[src/rtl/eth_pkg.sv]
// Shared Ethernet constants and transmit sequencer state encoding.
// Used by the TX sequencer and the CRC-32 datapath.
package eth_pkg;

    localparam logic [7:0]  ETH_PREAMBLE_BYTE = 8'h55;
    localparam logic [7:0]  ETH_SFD_BYTE      = 8'hD5;
    localparam logic [31:0] ETH_CRC_INIT      = 32'hFFFFFFFF;
    localparam logic [31:0] ETH_CRC_POLY_REFL = 32'hEDB88320;

    typedef enum logic [2:0] {
        TX_IDLE     = 3'd0,
        TX_PREAMBLE = 3'd1,
        TX_SFD      = 3'd2,
        TX_PAYLOAD  = 3'd3,
        TX_PAD      = 3'd4,
        TX_FCS      = 3'd5,
        TX_IFG      = 3'd6
    } tx_state_e;

endpackage

[src/rtl/mac_tx_ctrl_if.sv]
// Byte-stream payload handshake feeding the MAC transmit sequencer.
// The source drives data/valid/last; the MAC returns ready.
interface mac_tx_ctrl_if;

    logic [7:0] s_tdata;
    logic       s_tvalid;
    logic       s_tlast;
    logic       s_tready;

    modport master (
        output s_tdata,
        output s_tvalid,
        output s_tlast,
        input  s_tready
    );

    modport slave (
        input  s_tdata,
        input  s_tvalid,
        input  s_tlast,
        output s_tready
    );

endinterface

[src/rtl/crc32_d8.sv]
// Combinational IEEE 802.3 CRC-32 (reflected) update for one data byte.
// Shared by the TX FCS generator and the RX FCS checker.
module crc32_d8
    import eth_pkg::*;
(
    input  logic [31:0] i_crc_in,
    input  logic [7:0]  i_data,
    output logic [31:0] o_crc_next
);

    logic [31:0] w_c;

    always_comb begin
        w_c = i_crc_in ^ {24'h000000, i_data};
        for (int i = 0; i < 8; i++) begin
            if (w_c[0]) begin
                w_c = (w_c >> 1) ^ ETH_CRC_POLY_REFL;
            end else begin
                w_c = w_c >> 1;
            end
        end
        o_crc_next = w_c;
    end

endmodule

[src/rtl/mac_tx_ctrl.sv]
// Gigabit MAC transmit sequencer: preamble, SFD, payload, FCS and IFG.
// Define MAC_TX_PAD_EN to zero-pad short frames to MIN_FRAME bytes.
module mac_tx_ctrl
    import eth_pkg::*;
#(
    parameter int PREAMBLE_LEN = 7,
    parameter int IFG_CYCLES   = 12
`ifdef MAC_TX_PAD_EN
    ,
    parameter int MIN_FRAME    = 60
`endif
) (
    input  logic        clk,
    input  logic        rst,
    mac_tx_ctrl_if.slave s_if,
    output logic        mac_phy_txen,
    output logic [7:0]  mac_phy_txd,
    output logic        tx_busy,
    output logic        tx_done,
    output logic        tx_underrun
);

    localparam logic [2:0] S_IDLE     = TX_IDLE;
    localparam logic [2:0] S_PREAMBLE = TX_PREAMBLE;
    localparam logic [2:0] S_SFD      = TX_SFD;
    localparam logic [2:0] S_PAYLOAD  = TX_PAYLOAD;
    localparam logic [2:0] S_FCS      = TX_FCS;
    localparam logic [2:0] S_IFG      = TX_IFG;
`ifdef MAC_TX_PAD_EN
    localparam logic [2:0]  S_PAD = TX_PAD;
    localparam logic [15:0] L_MIN = 16'(MIN_FRAME);
`endif
    localparam logic [15:0] L_PRE_LAST = 16'(PREAMBLE_LEN - 1);
    localparam logic [15:0] L_IFG_LAST = 16'(IFG_CYCLES - 1);

    logic [2:0]  r_state;
    logic [15:0] r_cnt;
    logic [31:0] r_crc;
    logic        r_txen;
    logic [7:0]  r_txd;
    logic        r_done;
    logic        r_underrun;

    logic [7:0]  w_crc_din;
    logic [31:0] w_crc_next;
    logic [15:0] w_cnt_inc;
    logic [7:0]  w_fcs_byte;

    // Pad bytes are zeros; only PAYLOAD feeds real data into the CRC.
    assign w_crc_din = (r_state == S_PAYLOAD) ? s_if.s_tdata : 8'h00;
    assign w_cnt_inc = (r_cnt == 16'hFFFF) ? r_cnt : r_cnt + 16'd1;

    crc32_d8 u_crc (
        .i_crc_in   (r_crc),
        .i_data     (w_crc_din),
        .o_crc_next (w_crc_next)
    );

    always_comb begin
        unique case (r_cnt[1:0])
            2'd0: w_fcs_byte = ~r_crc[7:0];
            2'd1: w_fcs_byte = ~r_crc[15:8];
            2'd2: w_fcs_byte = ~r_crc[23:16];
            2'd3: w_fcs_byte = ~r_crc[31:24];
        endcase
    end

    assign s_if.s_tready = (r_state == S_PAYLOAD);
    assign tx_busy       = (r_state != S_IDLE);
    assign mac_phy_txen  = r_txen;
    assign mac_phy_txd   = r_txd;
    assign tx_done       = r_done;
    assign tx_underrun   = r_underrun;

    always_ff @(posedge clk or negedge rst) begin
        if (!rst) begin
            r_state    <= S_IDLE;
            r_cnt      <= 16'd0;
            r_crc      <= ETH_CRC_INIT;
            r_txen     <= 1'b0;
            r_txd      <= 8'h00;
            r_done     <= 1'b0;
            r_underrun <= 1'b0;
        end else begin
            r_done     <= 1'b0;
            r_underrun <= 1'b0;
            unique case (r_state)
                S_IDLE: begin
                    r_txen <= 1'b0;
                    r_txd  <= 8'h00;
                    if (s_if.s_tvalid) begin
                        r_state <= S_PREAMBLE;
                        r_txen  <= 1'b1;
                        r_txd   <= ETH_PREAMBLE_BYTE;
                        r_cnt   <= 16'd1;
                    end
                end
                S_PREAMBLE: begin
                    r_txd <= ETH_PREAMBLE_BYTE;
                    r_cnt <= r_cnt + 16'd1;
                    if (r_cnt == L_PRE_LAST) begin
                        r_state <= S_SFD;
                        r_cnt   <= 16'd0;
                    end
                end
                S_SFD: begin
                    r_txd   <= ETH_SFD_BYTE;
                    r_state <= S_PAYLOAD;
                end
                S_PAYLOAD: begin
                    if (s_if.s_tvalid) begin
                        r_txd <= s_if.s_tdata;
                        r_crc <= w_crc_next;
                        r_cnt <= w_cnt_inc;
                        if (s_if.s_tlast) begin
`ifdef MAC_TX_PAD_EN
                            if (w_cnt_inc < L_MIN) r_state <= S_PAD;
                            else
`endif
                            begin
                                r_state <= S_FCS;
                                r_cnt   <= 16'd0;
                            end
                        end
                    end else begin
                        // Source starved: truncate, skip FCS.
                        r_txen     <= 1'b0;
                        r_txd      <= 8'h00;
                        r_underrun <= 1'b1;
                        r_crc      <= ETH_CRC_INIT;
                        r_cnt      <= 16'd0;
                        r_state    <= S_IFG;
                    end
                end
`ifdef MAC_TX_PAD_EN
                S_PAD: begin
                    r_txd <= 8'h00;
                    r_crc <= w_crc_next;
                    r_cnt <= r_cnt + 16'd1;
                    if (r_cnt + 16'd1 == L_MIN) begin
                        r_state <= S_FCS;
                        r_cnt   <= 16'd0;
                    end
                end
`endif
                S_FCS: begin
                    r_txd <= w_fcs_byte;
                    r_cnt <= r_cnt + 16'd1;
                    if (r_cnt[1:0] == 2'd3) begin
                        r_done  <= 1'b1;
                        r_crc   <= ETH_CRC_INIT;
                        r_cnt   <= 16'd0;
                        r_state <= S_IFG;
                    end
                end
                S_IFG: begin
                    r_txen <= 1'b0;
                    r_txd  <= 8'h00;
                    r_cnt  <= r_cnt + 16'd1;
                    if (r_cnt == L_IFG_LAST) begin
                        r_state <= S_IDLE;
                        r_cnt   <= 16'd0;
                    end
                end
                default: begin
                    r_state <= S_IDLE;
                    r_cnt   <= 16'd0;
                    r_txen  <= 1'b0;
                    r_txd   <= 8'h00;
                end
            endcase
        end
    end

endmodule
[src/flat_wrapper.sv]
// flat-port wrapper written by rule: the top's interface ports become plain ports
module mac_tx_ctrl_flat import eth_pkg::*;
#(
    parameter int PREAMBLE_LEN = 7,
    parameter int IFG_CYCLES   = 12

)
  (clk, rst, mac_phy_txen, mac_phy_txd, tx_busy, tx_done, tx_underrun, s_if_s_tdata, s_if_s_tvalid, s_if_s_tlast, s_if_s_tready);
  mac_tx_ctrl_if s_if_i ();
  input  logic clk;
  input  logic rst;
  output logic mac_phy_txen;
  output logic [7:0] mac_phy_txd;
  output logic tx_busy;
  output logic tx_done;
  output logic tx_underrun;
  input wire logic [$bits(s_if_i.s_tdata)-1:0] s_if_s_tdata;
  input wire logic [$bits(s_if_i.s_tvalid)-1:0] s_if_s_tvalid;
  input wire logic [$bits(s_if_i.s_tlast)-1:0] s_if_s_tlast;
  output wire logic [$bits(s_if_i.s_tready)-1:0] s_if_s_tready;
  assign s_if_i.s_tdata = s_if_s_tdata;
  assign s_if_i.s_tvalid = s_if_s_tvalid;
  assign s_if_i.s_tlast = s_if_s_tlast;
  assign s_if_s_tready = s_if_i.s_tready;
  mac_tx_ctrl #(.PREAMBLE_LEN(PREAMBLE_LEN), .IFG_CYCLES(IFG_CYCLES)) u_core (.clk(clk), .rst(rst), .s_if(s_if_i), .mac_phy_txen(mac_phy_txen), .mac_phy_txd(mac_phy_txd), .tx_busy(tx_busy), .tx_done(tx_done), .tx_underrun(tx_underrun));
endmodule
[config.mk]
export PLATFORM = sky130hd
export DESIGN_NAME = mac_tx_ctrl_flat
export DESIGN_NICKNAME = d
export VERILOG_FILES = /design/src/rtl/eth_pkg.sv /design/src/rtl/mac_tx_ctrl_if.sv /design/src/rtl/crc32_d8.sv /design/src/rtl/mac_tx_ctrl.sv /design/src/flat_wrapper.sv
export SDC_FILE = /design/constraint.sdc
export NUM_CORES = 1
export LEC_CHECK = 0
export CORE_UTILIZATION = 55
export DETAILED_ROUTE_END_ITERATION = 7
export PLACE_DENSITY = 0.8
export REMOVE_ABC_BUFFERS = 1
export SLEW_MARGIN = 20
export SYNTH_ARGS = -nofsm -noshare
export SYNTH_HDL_FRONTEND = slang
export SYNTH_HIERARCHICAL = 1
export SYNTH_SLANG_ARGS = --single-unit
[constraint.sdc]
create_clock -name clk -period 3.1 [get_ports clk]
set_input_delay 0.62 -clock clk [delete_from_list [all_inputs] [get_ports clk]]
set_output_delay 0.62 -clock clk [all_outputs]
set_load 0.1 [all_outputs]
==> impl_metrics.env <==
export IMPL_status="complete, no violations"
export IMPL_power_share_sequential_pct=20.8
export IMPL_detail_route_first_pass_iterations=5
export IMPL_maximum_ir_drop_on_the_vdd_rail_uv=721
export IMPL_grt_max_degree=63
export IMPL_max_clock_path_buffers=2
export IMPL_path_max_fanout=12
export IMPL_reg2reg_depth=6
export IMPL_synth_simple_gate_area_share_pct=23.5
export IMPL_synth_lib_cells_used_distinct=55
export IMPL_yosys_area_top_type="dfstp_2"
export IMPL_critical_path_endpoint_type="flip-flop"
export IMPL_worst_slew_margin_rel_pct=37.5
export IMPL_weighted_congestion_reported_at_the_end_of_routability_driven_placement=0.873
export IMPL_setup_violations=0
export IMPL_final_wl_um=10900
export IMPL_placement_cell_area_um2=4780
export IMPL_grt_setup_unrepaired="false"
export IMPL_clk_root_buffer_cell="clkbuf_8"
export IMPL_finalCoreUtilization_pct=65.0
export IMPL_area_growth_pct=14.6
export IMPL_post_cts_setup_buffer_count=0
export IMPL_yosys_register_bits=62
export IMPL_clk_insertion_delay_late_ns=0.35
export IMPL_stdcell_count=602
export IMPL_worstSetupPathType="reg2reg"
export IMPL_path_clk_slew_ns=0.07
export IMPL_crit_reg2reg_launch="u_core/r_cnt[0]"
export IMPL_cts_buffers_inserted=9
export IMPL_postSynth_topFlopCell="dfstp_2"
export IMPL_grt_pass1_vias=3613
export IMPL_tritoncts="done"
export IMPL_drc=0
export IMPL_relative_contribution_of_the_clock_network_to_total_power_pct=12.0
export IMPL_switching_power_mw=2.94
export IMPL_route_vias_total=3692
export IMPL_post_route_period_util_pct=87.2
export IMPL_synthCells=462
export IMPL_worstHoldPathType="in2async"
export IMPL_stdcell_area_um2=4990
export IMPL_grt_busiest_layer="met2"
export IMPL_cellInternalPower_mw=3.67
export IMPL_grt_first_pass_wirelength_um=18100
export IMPL_preCtsSetupSlack_ns=0.205
export IMPL_ctsHoldBuffers=0
export IMPL_synthesis_yosys_warnings=6
export IMPL_portBuffers=24
export IMPL_power_density_cell_area_nw_per_um2=1320
export IMPL_postRouteAntennaNets=0
export IMPL_combinational_family_with_the_most_area_after_synthesis="simple AND/OR/NAND/NOR gates"
export IMPL_timing_max_cap_violations=0
export IMPL_layout_cells_most_common_list="nor2_1, nor3_1, nand2_1, buf_4, dfstp_2"
export IMPL_chipHeight_um=91.0
export IMPL_grt_use_total_pct=27.9
export IMPL_die_area_um2=8280
export IMPL_via_per_inst=6.13
export IMPL_synthAdderAreaFrac_pct=1.72
export IMPL_timing_final_max_slew_violations=0
export IMPL_synth_area_leaders="dfstp_2, dfrtp_1, nor2_1, xnor3_1, xnor2_1"
export IMPL_initial_utilization_pct=56.7
export IMPL_postCtsResizedCells=0
export IMPL_multiplexer_fraction_of_the_synthesized_cell_area_pct=0.718
export IMPL_timing_final_hold_violations=0
export IMPL_post_route_worst_setup_slack_ns=0.397
export IMPL_synth_yosys_seq_area_share_pct=36.5
export IMPL_met2_usage_pct=48.1
export IMPL_synthXorXnorAreaFrac_pct=21.8
export IMPL_floorplan_rows=32
export IMPL_fin_worst_skew_ns=0.00893
export IMPL_wire_length_per_cell_after_detailed_routing_um=18.0
export IMPL_hold_worst_slack_ns=0.430
export IMPL_place_detailed_hpwl_um=7470
export IMPL_static_leakage_power_nw=2.13
export IMPL_power_share_combinational_pct=67.1
export IMPL_core_region_area_um2=7690
export IMPL_die_width_um=91.0
export IMPL_fin_tns_setup_ns=0
export IMPL_worst_ep_arrival_time_ns=2.96
export IMPL_io_pins=25
export IMPL_nNetsFinal=513
export IMPL_synth_compound_area_share_pct=12.5
export IMPL_post_synthesis_average_cell_area_um2=9.43
export IMPL_antenna_cells_inserted=0
export IMPL_number_of_fillers_in_the_final_layout=636
export IMPL_most_frequent_standard_cell_in_the_layout_excluding_fill_and_tap_cells="nor2_1"
export IMPL_synthesis_area_um2=4360
export IMPL_grt_antenna_before_repair=0
export IMPL_timing_final_crit_period_ns=2.70
export IMPL_clock_sinks=62
export IMPL_ctsHtreeMaxLevel=3
export IMPL_grt_util_met3_pct=6.03
export IMPL_synth_edff_count=0
export IMPL_drtIter0Drc=333
export IMPL_rr_endpoint="u_core/r_cnt[0]"
export IMPL_dpl_cell_count=586
export IMPL_highest_clock_frequency_the_design_can_meet_mhz=370
export IMPL_tightest_slew_ns=0.938
export IMPL_use_met1_pct=34.7
export IMPL_required_time_of_the_critical_path_ns=3.36
export IMPL_ys_async_rst_share_pct=100
export IMPL_crit_path_start_kind="flip-flop"
export IMPL_grt_ovfl_total=0
export IMPL_post_layout_total_power_mw=6.60
export IMPL_power_switching_fraction_pct=44.5
export IMPL_layout_drive_gt1_share_pct=21.0
export IMPL_synth_largest_type_area_fraction_pct=19.3
export IMPL_rrSetupSlack_ns=0.40
## routing by layer
layer,share of wire (%),up-vias
met3,5.6,22
met2,51,143
met1,41,1831
met4,1.9,0
met5,0,-
li1,-,1696
## synthesized netlist by cell type (all sizes together) (2+ instances only)
cell type  instances
nor3              42
dfstp             32
or4                3
o221ai             3
and2               6
nand2b             2
clkbuf            20
o21ai             11
o22ai             15
xnor2             38
nor2b             12
xor2               7
a21oi             17
nand2             37
buf                4
and3              11
xor3               6
nor4               2
a2111oi            3
a22o               3
inv               11
a211oi             5
o31ai              5
and4               2
dfrtp             30
nor2              72
or3                3
xnor3             12
or2                2
nand4              2
o311ai             4
nand3             10
mux2i              2
ha                 6
nand3b             3
o211ai            10
## cell families after synthesis
group	after synthesis
AO/OA/AOI/OAI	81
adder cells (fa/ha/maj)	6
multiplexers	3
flip-flops	62
AND/OR/NAND/NOR	211
XOR/XNOR	63
buffers and inverters	36
## power by group through the flow
stage / sequential (mW) / combinational, mW / clock (mW)
6_report: 1.38 / 4.43 / 0.794
5_1_grt: 1.41 / 4.71 / 0.842
4_1_cts: 1.37 / 4.40 / 0.813
3_5_place_dp: 1.39 / 4.36 / 0
3_3_place_gp: 1.37 / 4.29 / 0
2_1_floorplan: 1.73 / 3.00 / 0
## cell type report
cell class | instances | area [um^2] | share of cell area, %
well taps | 102 | 128 | 2.56
clock buffers | 12 | 145 | 2.91
flip-flops and latches | 62 | 1590 | 31.9
repair buffers | 46 | 380 | 7.62
multi-input cells | 364 | 2630 | 52.7
inverters | 12 | 45.0 | 0.902
clock inverters | 4 | 70.1 | 1.40
## how the worst max path moves through the flow
stage / from / endpoint / cells past startpoint
2_1_floorplan: u_core/r_state[2] / u_core/r_crc[25] / 6
3_3_place_gp: s_if_s_tdata[3] / u_core/r_crc[17] / 7
3_5_place_dp: s_if_s_tdata[3] / u_core/r_crc[17] / 7
4_1_cts: u_core/r_cnt[0] / u_core/r_cnt[0] / 6
5_1_grt: u_core/r_cnt[0] / u_core/r_cnt[0] / 6
6_report: u_core/r_cnt[0] / u_core/r_cnt[0] / 6
## registers in the layout, indices dropped and copies added (netlist names)
name                 cells
u_core/tx_underrun       1
u_core/mac_phy_txd       8
u_core/r_crc            32
u_core/r_state           3
u_core/mac_phy_txen      1
u_core/tx_done           1
u_core/r_cnt            16
## critical path, cell delays in order (launching register included)
cell,delay (ns)
dfrtp_1,0.48
ha_1,0.33
nand3_1,0.21
and4bb_1,0.33
a21oi_1,0.78
mux2_2,0.42
o211ai_1,0.07
Note: power is estimated with default switching activity, not from simulation.
